### src/rtl/seven_seg_count_monitor_if.sv
// Display-side bundle: the active-low segment drive plus the decoded readback
// produced by seven_seg_count_monitor.
interface seven_seg_count_monitor_if #(
  parameter int unsigned ERR_W = 8
) ();
  logic [6:0]       HEX0;
  logic [6:0]       HEX1;
  logic [3:0]       digit_ones;
  logic [3:0]       digit_tens;
  logic [4:0]       value;
  logic             value_valid;
  logic             update;
  logic             seg_error;
  logic             step_error;
  logic             reset_seen;
  logic [ERR_W-1:0] error_count;

  // The display driver owns the segments and observes the readback.
  modport master (
    output HEX0, HEX1,
    input  digit_ones, digit_tens, value, value_valid, update,
           seg_error, step_error, reset_seen, error_count
  );

  modport slave (
    input  HEX0, HEX1,
    output digit_ones, digit_tens, value, value_valid, update,
           seg_error, step_error, reset_seen, error_count
  );
endinterface

### src/rtl/seven_seg_count_monitor.sv
// Readback checker for a two-digit BCD counter display: filters the active-low segment
// drive, decodes it to BCD/binary and flags illegal patterns and illegal count steps.
module seven_seg_count_monitor #(
  parameter int unsigned STABLE_CYCLES = 2,
  parameter int unsigned MAX_COUNT     = 20,
  parameter int unsigned ERR_W         = 8
) (
  input logic                      CLOCK_50,
  input logic                      KEY0,
  seven_seg_count_monitor_if.slave mon
);

  localparam int unsigned CntW = $clog2(STABLE_CYCLES + 1);
  localparam logic [CntW-1:0] StableVal = CntW'(STABLE_CYCLES);
  localparam logic [6:0] MaxVal7 = 7'(MAX_COUNT);
  localparam logic [4:0] MaxVal5 = 5'(MAX_COUNT);

  typedef enum logic [1:0] {StEmpty, StTrack, StFault} state_e;

  // Returns {legal, digit}.
  function automatic logic [4:0] seg_decode(input logic [6:0] seg);
    logic [4:0] r;
    case (seg)
      7'b1000000: r = {1'b1, 4'd0};
      7'b1111001: r = {1'b1, 4'd1};
      7'b0100100: r = {1'b1, 4'd2};
      7'b0110000: r = {1'b1, 4'd3};
      7'b0011001: r = {1'b1, 4'd4};
      7'b0010010: r = {1'b1, 4'd5};
      7'b0000010: r = {1'b1, 4'd6};
      7'b1111000: r = {1'b1, 4'd7};
      7'b0000000: r = {1'b1, 4'd8};
      7'b0010000: r = {1'b1, 4'd9};
      default:    r = 5'b0;
    endcase
    return r;
  endfunction

  logic [13:0]      sample_q, sample_d;
  logic [CntW-1:0]  cnt_q, cnt_d;
  logic             handled_q, handled_d;
  state_e           state_q, state_d;
  logic [3:0]       ones_q, ones_d, tens_q, tens_d;
  logic [4:0]       value_q, value_d;
  logic             valid_q, valid_d;
  logic             update_q, update_d;
  logic             seg_err_q, seg_err_d;
  logic             step_err_q, step_err_d;
  logic             rst_seen_q, rst_seen_d;
  logic [ERR_W-1:0] err_cnt_q, err_cnt_d;

  logic [13:0] raw;
  logic        changed, stable, new_run;
  logic [4:0]  dec_hi, dec_lo;
  logic [6:0]  full_val;
  logic [4:0]  new_val;
  logic        legal, step_ok;

  assign raw     = {mon.HEX1, mon.HEX0};
  assign changed = (raw != sample_q);
  assign stable  = (cnt_q == StableVal);
  // A stable run is acted on exactly once, on its first stable cycle.
  assign new_run = stable && !handled_q;

  assign dec_hi   = seg_decode(sample_q[13:7]);
  assign dec_lo   = seg_decode(sample_q[6:0]);
  assign full_val = {3'b0, dec_hi[3:0]} * 7'd10 + {3'b0, dec_lo[3:0]};
  assign new_val  = full_val[4:0];
  assign legal    = dec_hi[4] && dec_lo[4] && (full_val <= MaxVal7);
  assign step_ok  = (new_val == value_q + 5'd1) || ((value_q == MaxVal5) && (new_val == 5'd0));

  // Glitch filter
  always_comb begin
    sample_d  = raw;
    cnt_d     = cnt_q;
    handled_d = handled_q | stable;
    if (changed) begin
      cnt_d     = CntW'(1);
      handled_d = 1'b0;
    end else if (cnt_q != StableVal) begin
      cnt_d = cnt_q + CntW'(1);
    end
  end

  // Tracking FSM
  always_comb begin
    state_d    = state_q;
    ones_d     = ones_q;
    tens_d     = tens_q;
    value_d    = value_q;
    valid_d    = valid_q;
    seg_err_d  = seg_err_q;
    err_cnt_d  = err_cnt_q;
    update_d   = 1'b0;
    step_err_d = 1'b0;
    rst_seen_d = 1'b0;
    unique case (state_q)
      StEmpty, StFault: begin
        if (new_run) begin
          if (legal) begin
            ones_d    = dec_lo[3:0];
            tens_d    = dec_hi[3:0];
            value_d   = new_val;
            valid_d   = 1'b1;
            update_d  = 1'b1;
            seg_err_d = 1'b0;
            state_d   = StTrack;
          end else begin
            seg_err_d = 1'b1;
            state_d   = StFault;
          end
        end
      end
      StTrack: begin
        if (new_run) begin
          if (!legal) begin
            seg_err_d = 1'b1;
            state_d   = StFault;
          end else if (new_val != value_q) begin
            ones_d   = dec_lo[3:0];
            tens_d   = dec_hi[3:0];
            value_d  = new_val;
            update_d = 1'b1;
            if (!step_ok) begin
              // new_val differs from value_q, so a 00 here always follows a non-00 value
              if (new_val == 5'd0) begin
                rst_seen_d = 1'b1;
              end else begin
                step_err_d = 1'b1;
                if (err_cnt_q != '1) err_cnt_d = err_cnt_q + ERR_W'(1);
              end
            end
          end
        end
      end
      default: state_d = StEmpty;
    endcase
  end

  always_ff @(posedge CLOCK_50) begin
    if (!KEY0) begin
      sample_q   <= '0;
      cnt_q      <= '0;
      handled_q  <= 1'b0;
      state_q    <= StEmpty;
      ones_q     <= '0;
      tens_q     <= '0;
      value_q    <= '0;
      valid_q    <= 1'b0;
      update_q   <= 1'b0;
      seg_err_q  <= 1'b0;
      step_err_q <= 1'b0;
      rst_seen_q <= 1'b0;
      err_cnt_q  <= '0;
    end else begin
      sample_q   <= sample_d;
      cnt_q      <= cnt_d;
      handled_q  <= handled_d;
      state_q    <= state_d;
      ones_q     <= ones_d;
      tens_q     <= tens_d;
      value_q    <= value_d;
      valid_q    <= valid_d;
      update_q   <= update_d;
      seg_err_q  <= seg_err_d;
      step_err_q <= step_err_d;
      rst_seen_q <= rst_seen_d;
      err_cnt_q  <= err_cnt_d;
    end
  end

  assign mon.digit_ones  = ones_q;
  assign mon.digit_tens  = tens_q;
  assign mon.value       = value_q;
  assign mon.value_valid = valid_q;
  assign mon.update      = update_q;
  assign mon.seg_error   = seg_err_q;
  assign mon.step_error  = step_err_q;
  assign mon.reset_seen  = rst_seen_q;
  assign mon.error_count = err_cnt_q;

endmodule

### src/flat_wrapper.sv
// flat-port wrapper written by rule: the top's interface ports become plain ports
module seven_seg_count_monitor_flat 
#(
  parameter int unsigned STABLE_CYCLES = 2,
  parameter int unsigned MAX_COUNT     = 20,
  parameter int unsigned ERR_W         = 8
)
  (CLOCK_50, KEY0, mon_HEX0, mon_HEX1, mon_digit_ones, mon_digit_tens, mon_value, mon_value_valid, mon_update, mon_seg_error, mon_step_error, mon_reset_seen, mon_error_count);
  seven_seg_count_monitor_if #(.ERR_W(ERR_W)) mon_i ();
  input logic CLOCK_50;
  input logic KEY0;
  input wire logic [$bits(mon_i.HEX0)-1:0] mon_HEX0;
  input wire logic [$bits(mon_i.HEX1)-1:0] mon_HEX1;
  output wire logic [$bits(mon_i.digit_ones)-1:0] mon_digit_ones;
  output wire logic [$bits(mon_i.digit_tens)-1:0] mon_digit_tens;
  output wire logic [$bits(mon_i.value)-1:0] mon_value;
  output wire logic [$bits(mon_i.value_valid)-1:0] mon_value_valid;
  output wire logic [$bits(mon_i.update)-1:0] mon_update;
  output wire logic [$bits(mon_i.seg_error)-1:0] mon_seg_error;
  output wire logic [$bits(mon_i.step_error)-1:0] mon_step_error;
  output wire logic [$bits(mon_i.reset_seen)-1:0] mon_reset_seen;
  output wire logic [$bits(mon_i.error_count)-1:0] mon_error_count;
  assign mon_i.HEX0 = mon_HEX0;
  assign mon_i.HEX1 = mon_HEX1;
  assign mon_digit_ones = mon_i.digit_ones;
  assign mon_digit_tens = mon_i.digit_tens;
  assign mon_value = mon_i.value;
  assign mon_value_valid = mon_i.value_valid;
  assign mon_update = mon_i.update;
  assign mon_seg_error = mon_i.seg_error;
  assign mon_step_error = mon_i.step_error;
  assign mon_reset_seen = mon_i.reset_seen;
  assign mon_error_count = mon_i.error_count;
  seven_seg_count_monitor #(.STABLE_CYCLES(STABLE_CYCLES), .MAX_COUNT(MAX_COUNT), .ERR_W(ERR_W)) u_core (.CLOCK_50(CLOCK_50), .KEY0(KEY0), .mon(mon_i));
endmodule
### config.mk
export PLATFORM = sky130hd
export DESIGN_NAME = seven_seg_count_monitor_flat
export DESIGN_NICKNAME = d
export VERILOG_FILES = /design/src/rtl/seven_seg_count_monitor_if.sv /design/src/rtl/seven_seg_count_monitor.sv /design/src/flat_wrapper.sv
export SDC_FILE = /design/constraint.sdc
export NUM_CORES = 1
export LEC_CHECK = 0
export CAP_MARGIN = 30
export CORE_MARGIN = 4
export CORE_UTILIZATION = 59
export DETAILED_ROUTE_END_ITERATION = 16
export MAX_ROUTING_LAYER = met4
export PLACE_DENSITY = 0.95
export RECOVER_POWER = 25
export SLEW_MARGIN = 20
export SYNTH_ARGS = -nofsm -noshare
export SYNTH_HDL_FRONTEND = slang
export SYNTH_SLANG_ARGS = --single-unit
### constraint.sdc
create_clock -name CLOCK_50 -period 6.9 [get_ports CLOCK_50]
set_input_delay 1.725 -clock CLOCK_50 [delete_from_list [all_inputs] [get_ports CLOCK_50]]
set_output_delay 1.725 -clock CLOCK_50 [all_outputs]
set_load 0.005 [all_outputs]
### Yosys cells after proc, flatten, opt, wreduce, memory -nomap -nowiden

Index checks and enable logic that the tools add are counted.

| word-level totals | value |
|---|---|
| bits in registers | 45 |
| input port bits | 16 |
| output and inout port bits | 26 |
| word-level logic and storage cells | 121 |

| cells by class | value |
|---|---|
| add/subtract/negate cells | 4 |
| $mul | 1 |
| order comparisons | 1 |
| eq/ne operators | 33 |
| muxes and demuxes | 40 |
| bitwise gates (word level) | 8 |
| reduce and logical (&&, ||, !) cells | 20 |

Operator list:

| cell | number |
|---|---|
| $pmux 5 s10 | 2 |
| $eq 7x5->1 const B | 6 |
| $eq 7x7->1 const B | 6 |
| $mux 4 | 10 |
| $eq 7x6->1 const B | 4 |
| $mux 5 | 5 |
| $pmux 4 s2 | 2 |
| $eq 7x2->1 const B | 2 |
| $logic_not 7->1 | 2 |
| $ne 14x14->1 | 1 |
| $mux 1 | 13 |
| $ne 2x1->1 const B | 5 |
| $pmux 5 s2 | 1 |
| $add 8x1->8 const B | 1 |
| $mux 2 | 4 |
| $ne 8x8->1 const B | 1 |
| $add 7x4->7 | 1 |
| $le 7x5->1 const B | 1 |
| $not 1->1 | 7 |
| $reduce_and 7->1 | 1 |
| $mul 4x3->6 const B | 1 |
| $reduce_and 3->1 | 2 |
| $reduce_and 6->1 | 1 |
| $reduce_or 6->1 | 1 |
| 19 further kinds | 27 |

### Depth between registers and ports, before layout

| depth | value |
|---|---|
| depth in word-level cells | 9 |
| gate-level depth with buffers | 17 |
| mapped depth without buffers | 15 |

### Worst setup path before layout

OpenSTA, ideal clock, no wires.

| timing | value |
|---|---|
| kind | register -> register |
| start | reg u_core.sample_q[8] |
| end | reg u_core.err_cnt_q[3] (netlist: u_core.mon.error_count[3]) |
| library setup time | 72 ps |
| data arrival time | 4122 ps |
| data required time | 6828 ps |
| slack | 2706 ps |
| cell stages (with the launch flop) | 17 |
| path buffers | 2 |
| clock period less this slack | 4194 ps |
| path through | dfxtp_1 > buf_2 > or3b_2 > a21oi_1 > o21ai_0 > o21ai_0 > ha_1 > ha_1 > inv_1 > fa_1 > nor4b_1 > xnor3_1 > a311oi_4 > nand4_4 > buf_2 > nor4_2 > mux2i_1 |

| on the way | value |
|---|---|
| longest elaborated chain between the ends | 9 |
| elaborated cells between the ends (all ways) | 24 |
| classes of those cells | add/sub: 1; mul: 1; order compare: 1; eq/ne: 11; mux: 1; bitwise: 2; reduce/logical: 7 |

Ends and longest elaborated chain:

| what | RTL line | text |
|---|---|---|
| start, declared | seven_seg_count_monitor.sv:39 | `logic [13:0] sample_q, sample_d;` |
| start signal, assigned | seven_seg_count_monitor.sv:156 | `sample_q <= sample_d;` |
| $eq 7x5->1 (tied with other cells) | seven_seg_count_monitor.sv:23 | `case (seg)` |
| $pmux 5 s10 * | seven_seg_count_monitor.sv:23 |  |
| net u_core.dec_hi[1] | seven_seg_count_monitor.sv:54 | `logic [4:0] dec_hi, dec_lo;` |
| $mul 4x3->6 * | seven_seg_count_monitor.sv:67 | `assign full_val = {3'b0, dec_hi[3:0]} * 7'd10 + {3'b0, dec_lo[3:0]};` |
| $add 7x4->7 * | seven_seg_count_monitor.sv:67 |  |
| branches (longest 4 deep; another with $le 7x5->1) | - |  |
| $reduce_and 7->1 (no line) * | - |  |
| end signal, assigned | seven_seg_count_monitor.sv:168 | `err_cnt_q <= err_cnt_d;` |
| end, declared | seven_seg_count_monitor.sv:50 | `logic [ERR_W-1:0] err_cnt_q, err_cnt_d;` |

Mark *: on every way through the listed nets, which the timed path passes.
A chain may end at the register's enable or synchronous reset.

### Worst setup path in the final report

| timing | value |
|---|---|
| start | reg u_core.sample_q[8] |
| end | reg u_core.err_cnt_q[6] (netlist: u_core.mon.error_count[6]) |

The elaborated chain is that of the path after synthesis.

==> results.md <==
Layout:
- The footprint of the flip-flops and latches is 881 sq um.
- The synthesis-to-layout area growth is 16.6%.
- The library cell used most frequently in the layout, excluding fill and tap cells, is dfxtp_1.
- Cells fill 73.5% of the core in the end.
- The non-filler instance count after layout is 405.
- The number of fill cells in the layout is 309.
- Of the cells placed in the final design, the portion with a size suffix greater than 1 is 5.95%.
- The repair_antennas step left the layout with diodes totalling 0.
- In the layout the commonest cells are dfxtp_1 (44), nand2_1 (41), clkdlybuf4s50_1 (37).
- The total number of nets in the final design is 380.
- The footprint of the multi-input gates is 1820 sq um.

Worst setup path:
- The largest stage delay on the critical path is 0.56 ns.
- The worst setup path is launched from a register.
- The top cell family by delay on the critical path is compound AO/OA/AOI/OAI gates.
- The number of buffer and inverter instances along the worst setup path is 0.
- The critical path is of the register to register type.
- The worst setup path is captured at a register.
- Along the worst path, the maximum fanout reaches 17.
- On the critical path, the stage with the largest delay is an instance of or4_1.
- Traced cell by cell, the critical path runs through or3b_2 -> a21oi_1 -> o21ai_0 -> o21ai_0 -> ha_1 -> ha_1 -> mux2_4 -> a2111oi_0 -> a311oi_1 -> a311oi_4 -> nand4_4 -> or4_1 -> a21oi_1.
- For the worst setup path, the data arrival time is 4.93 ns.
- The required time of the critical path is 7.12 ns.

Logic synthesis:
- For this run, the leading register cell type out of synthesis is dfxtp_1.
- Summing the sequential cell areas from Yosys gives 31.0% of the chip area.
- The async set-or-reset flop fraction in the synthesized netlist is 0%.
- After synthesis, the cell types taking the most area are dfxtp_1 (31%), nand2_1 (5.4%), mux2i_1 (5.3%).
- The synthesized instance count is 324.
- The simple-gate portion of the synthesized area is 29.3%.
- Counting every net in the synthesized netlist gives 351.
- After synthesis the cells add up to 2840 sq um.
- Each instance of the synthesized netlist takes up on average 8.77 sq um.
- In the synthesized netlist, mux cells make up 5.81% of the area.
- The synthesized design contains 0 enable-type register cells.
- The post-synthesis compound-gate area fraction is 13.0%.
- The xor/xnor share of the synthesized area is 10.7%.
- For this run, the number of Yosys warnings is 0.
- The synthesized netlist devotes 5.37% of its cell area to adder and majority cells.
- In this run, synthesis produced a sequential element count of 44.
- The count of distinct cell types in the synthesized netlist is 61.
- The area share of the leading cell type in the synthesized netlist is 31.0%.
- The cell taking the most area after synthesis is dfxtp_1.
- After synthesis, the largest family of logic cells by area is simple AND/OR/NAND/NOR gates.

Drt:
- In this run the remaining antenna-violating nets after routing total 0.
- The first detailed-routing pass ran for 6 iterations.
- The via density per instance is 6.20.
- The first-iteration detailed-routing DRC count is 216.
- The total wire length after detailed routing is 6600 microns.
- The number of DRC violations after detailed routing is 0.
- In the final routed layout, each cell accounts on average for 16.3 microns.
- The number of vias after detailed routing is 2,511.

Floorplan:
- The floorplan step set the die height to 77.4 microns.
- The initial core utilization is 63.1%.
- The area of the core is 4500 sq um.
- The floorplan step defined a die boundary enclosing 5990 sq um.
- The site row count is 24.
- Pin placement for this block handled 42 I/O pins.
- The overall die width is 77.4 microns.

STA:
- On the final layout, the worst clock skew is 0.00468 ns.
- The final setup violation count is 0.
- After layout, the minimum clock period comes to 4.71 ns.
- The ratio of final minimum period to clock period is 68.2%.
- Setup repair after global routing left no endpoint under its margin.
- The max-slew violation count is 54.
- The worst-case hold slack is 0.457 ns.
- The maximum operating frequency is 0.212 GHz.
- The number of hold-slack violations in the final timing report is 0.
- Measured against its own limit, the worst slew margin works out to -36.2%.
- The actual transition at the worst max-transition pin is 2.04 ns.
- The setup TNS is 0 ns.

Power:
- IR analysis of the VDD net gives a maximum drop of 0.0984 mV.
- The total power after layout is 0.538 mW.
- For this design the static power due to leakage is 1.21 nW.
- The areal power density over the cells is 163 nW/um^2.

Job:
- The count of maximum capacitance violations is 1.

Clock tree:
- The maximum clock insertion buffer count is 2.
- Counting the buffers created by CTS gives 5.
- The post-cts sizing count is 0.
- The sink count of the clock tree is 44.
- The H-tree was split into 2 levels.
- The clock slew at the register clock pins of the worst setup and hold paths is 0.08 ns.
- The clock root buffer is clkbuf_8.
- The number of buffers inserted to repair setup after CTS is 0.
- The number of hold-repair buffers added at the cts stage is 0.
- The worst-skew pair later-pin latency is 0.29 ns.
- The CTS tree is done.

Hold path:
- The kind of path behind the tightest hold check is register to register.

Outcome:
- The final reports fail on max-capacitance violations, max-slew violations.
- The run finished, with violations left.

GRT:
- The global routing met1 resource utilization is 29.1%.
- In the global route stage, met2 resource usage came out at 36.5%.
- The layer carrying the most global-route usage is met2.
- For this run, the total global-route usage over all layers was measured as 22.8%.
- The initial antenna violation count is 0.
- The remaining global-route overflow is 0.
- Entering global routing, the biggest net connects 54 pins.
- The via count of the first global-routing pass is 2,330.
- The wire length of the first global-routing pass is 10,900 microns.
- The global routing met3 resource utilization is 3.47%.

Placed design:
- At the end of routability-driven placement, the weighted congestion stood at 0.889.
- The post-detailed-placement half-perimeter wirelength is 4750 microns.
- In this run the tool buffered the top-level ports with 41 buffer cells.
- The placed instance count is 398.
stage by stage:
| stage | cell area (sq um) | worst slack [ns] |
|---|---|---|
| 4_1_cts | 3320 | 2.21 |
| 3_3_place_gp | 3220 | 2.43 |
| 5_1_grt | 3310 | 1.85 |
| 3_5_place_dp | 3220 | 2.23 |
| 6_report | 3310 | 2.19 |
| 2_1_floorplan | 2840 | 2.71 |
final cells by class:
type | count | share of cell area, %
inverter | 9 | 1.02
sequential | 44 | 26.6
tap | 52 | 1.96
multi-input combinational | 251 | 55.0
timing repair buffer | 42 | 12.5
clock buffer | 7 | 2.91
sequential cells by signal (all words and copies together) (netlist names):
signal	count
u_core.mon.step_error	1
u_core.mon.digit_ones	3
u_core.cnt_q	2
u_core.mon.digit_tens	4
u_core.mon.seg_error	1
u_core.handled_q	1
u_core.sample_q	14
u_core.mon.value	5
u_core.mon.error_count	8
u_core.state_q	2
u_core.mon.reset_seen	1
u_core.mon.update	1
u_core.mon.value_valid	1
report_power, final:
part / leakage [nW] / switching [mW] / internal (mW)
Sequential: 0.359 / 0.0106 / 0.258
Combinational: 0.803 / 0.0545 / 0.0439
Clock: 0.0503 / 0.0820 / 0.0892
Total: 1.21 / 0.147 / 0.391
layer usage:
layer | vias to the layer above | share of wire [%]
li1 | 1214 | -
met3 | 28 | 4.4
met5 | - | 0
met2 | 103 | 48
met4 | 0 | 3.0
met1 | 1166 | 44
worst register-to-register path: stages, from the launching register on:
cell and delay [ns]:
dfxtp_1 0.53, or3b_2 0.48, a21oi_1 0.14, o21ai_0 0.13, o21ai_0 0.26, ha_1 0.34
ha_1 0.50, mux2_4 0.33, a2111oi_0 0.36, a311oi_1 0.17, a311oi_4 0.39, nand4_4 0.29
or4_1 0.56, a21oi_1 0.14
synth_stat cells, types with 9 or more instances:
cell type,instances
a21oi_1,12
and2_1,14
dfxtp_1,44
ha_1,9
inv_1,9
mux2i_1,15
nand2_1,41
nand3_1,15
nor2_1,17
nor3_1,11
xnor2_1,16
xor2_1,9
worst paths after layout:
check	startpoint	to	slack, ns	cells past startpoint
worst max-delay path	u_core.sample_q[8]	u_core.mon.error_count[6]	2.19	13
worst min-delay path	u_core.mon.digit_ones[2]	u_core.mon.digit_ones[2]	0.46	2
worst min register to register	u_core.mon.digit_ones[2]	u_core.mon.digit_ones[2]	0.46	2
worst max register to register	u_core.sample_q[8]	u_core.mon.error_count[6]	2.19	13
kinds of logic after synthesis:
logic type,Yosys count
flip-flops,44
XOR/XNOR,29
AO/OA/AOI/OAI,49
AND/OR/NAND/NOR,146
buffers and inverters,29
adder cells (fa/ha/maj),11
multiplexers,16
No activity file was read; power rests on OpenSTA's default activity.
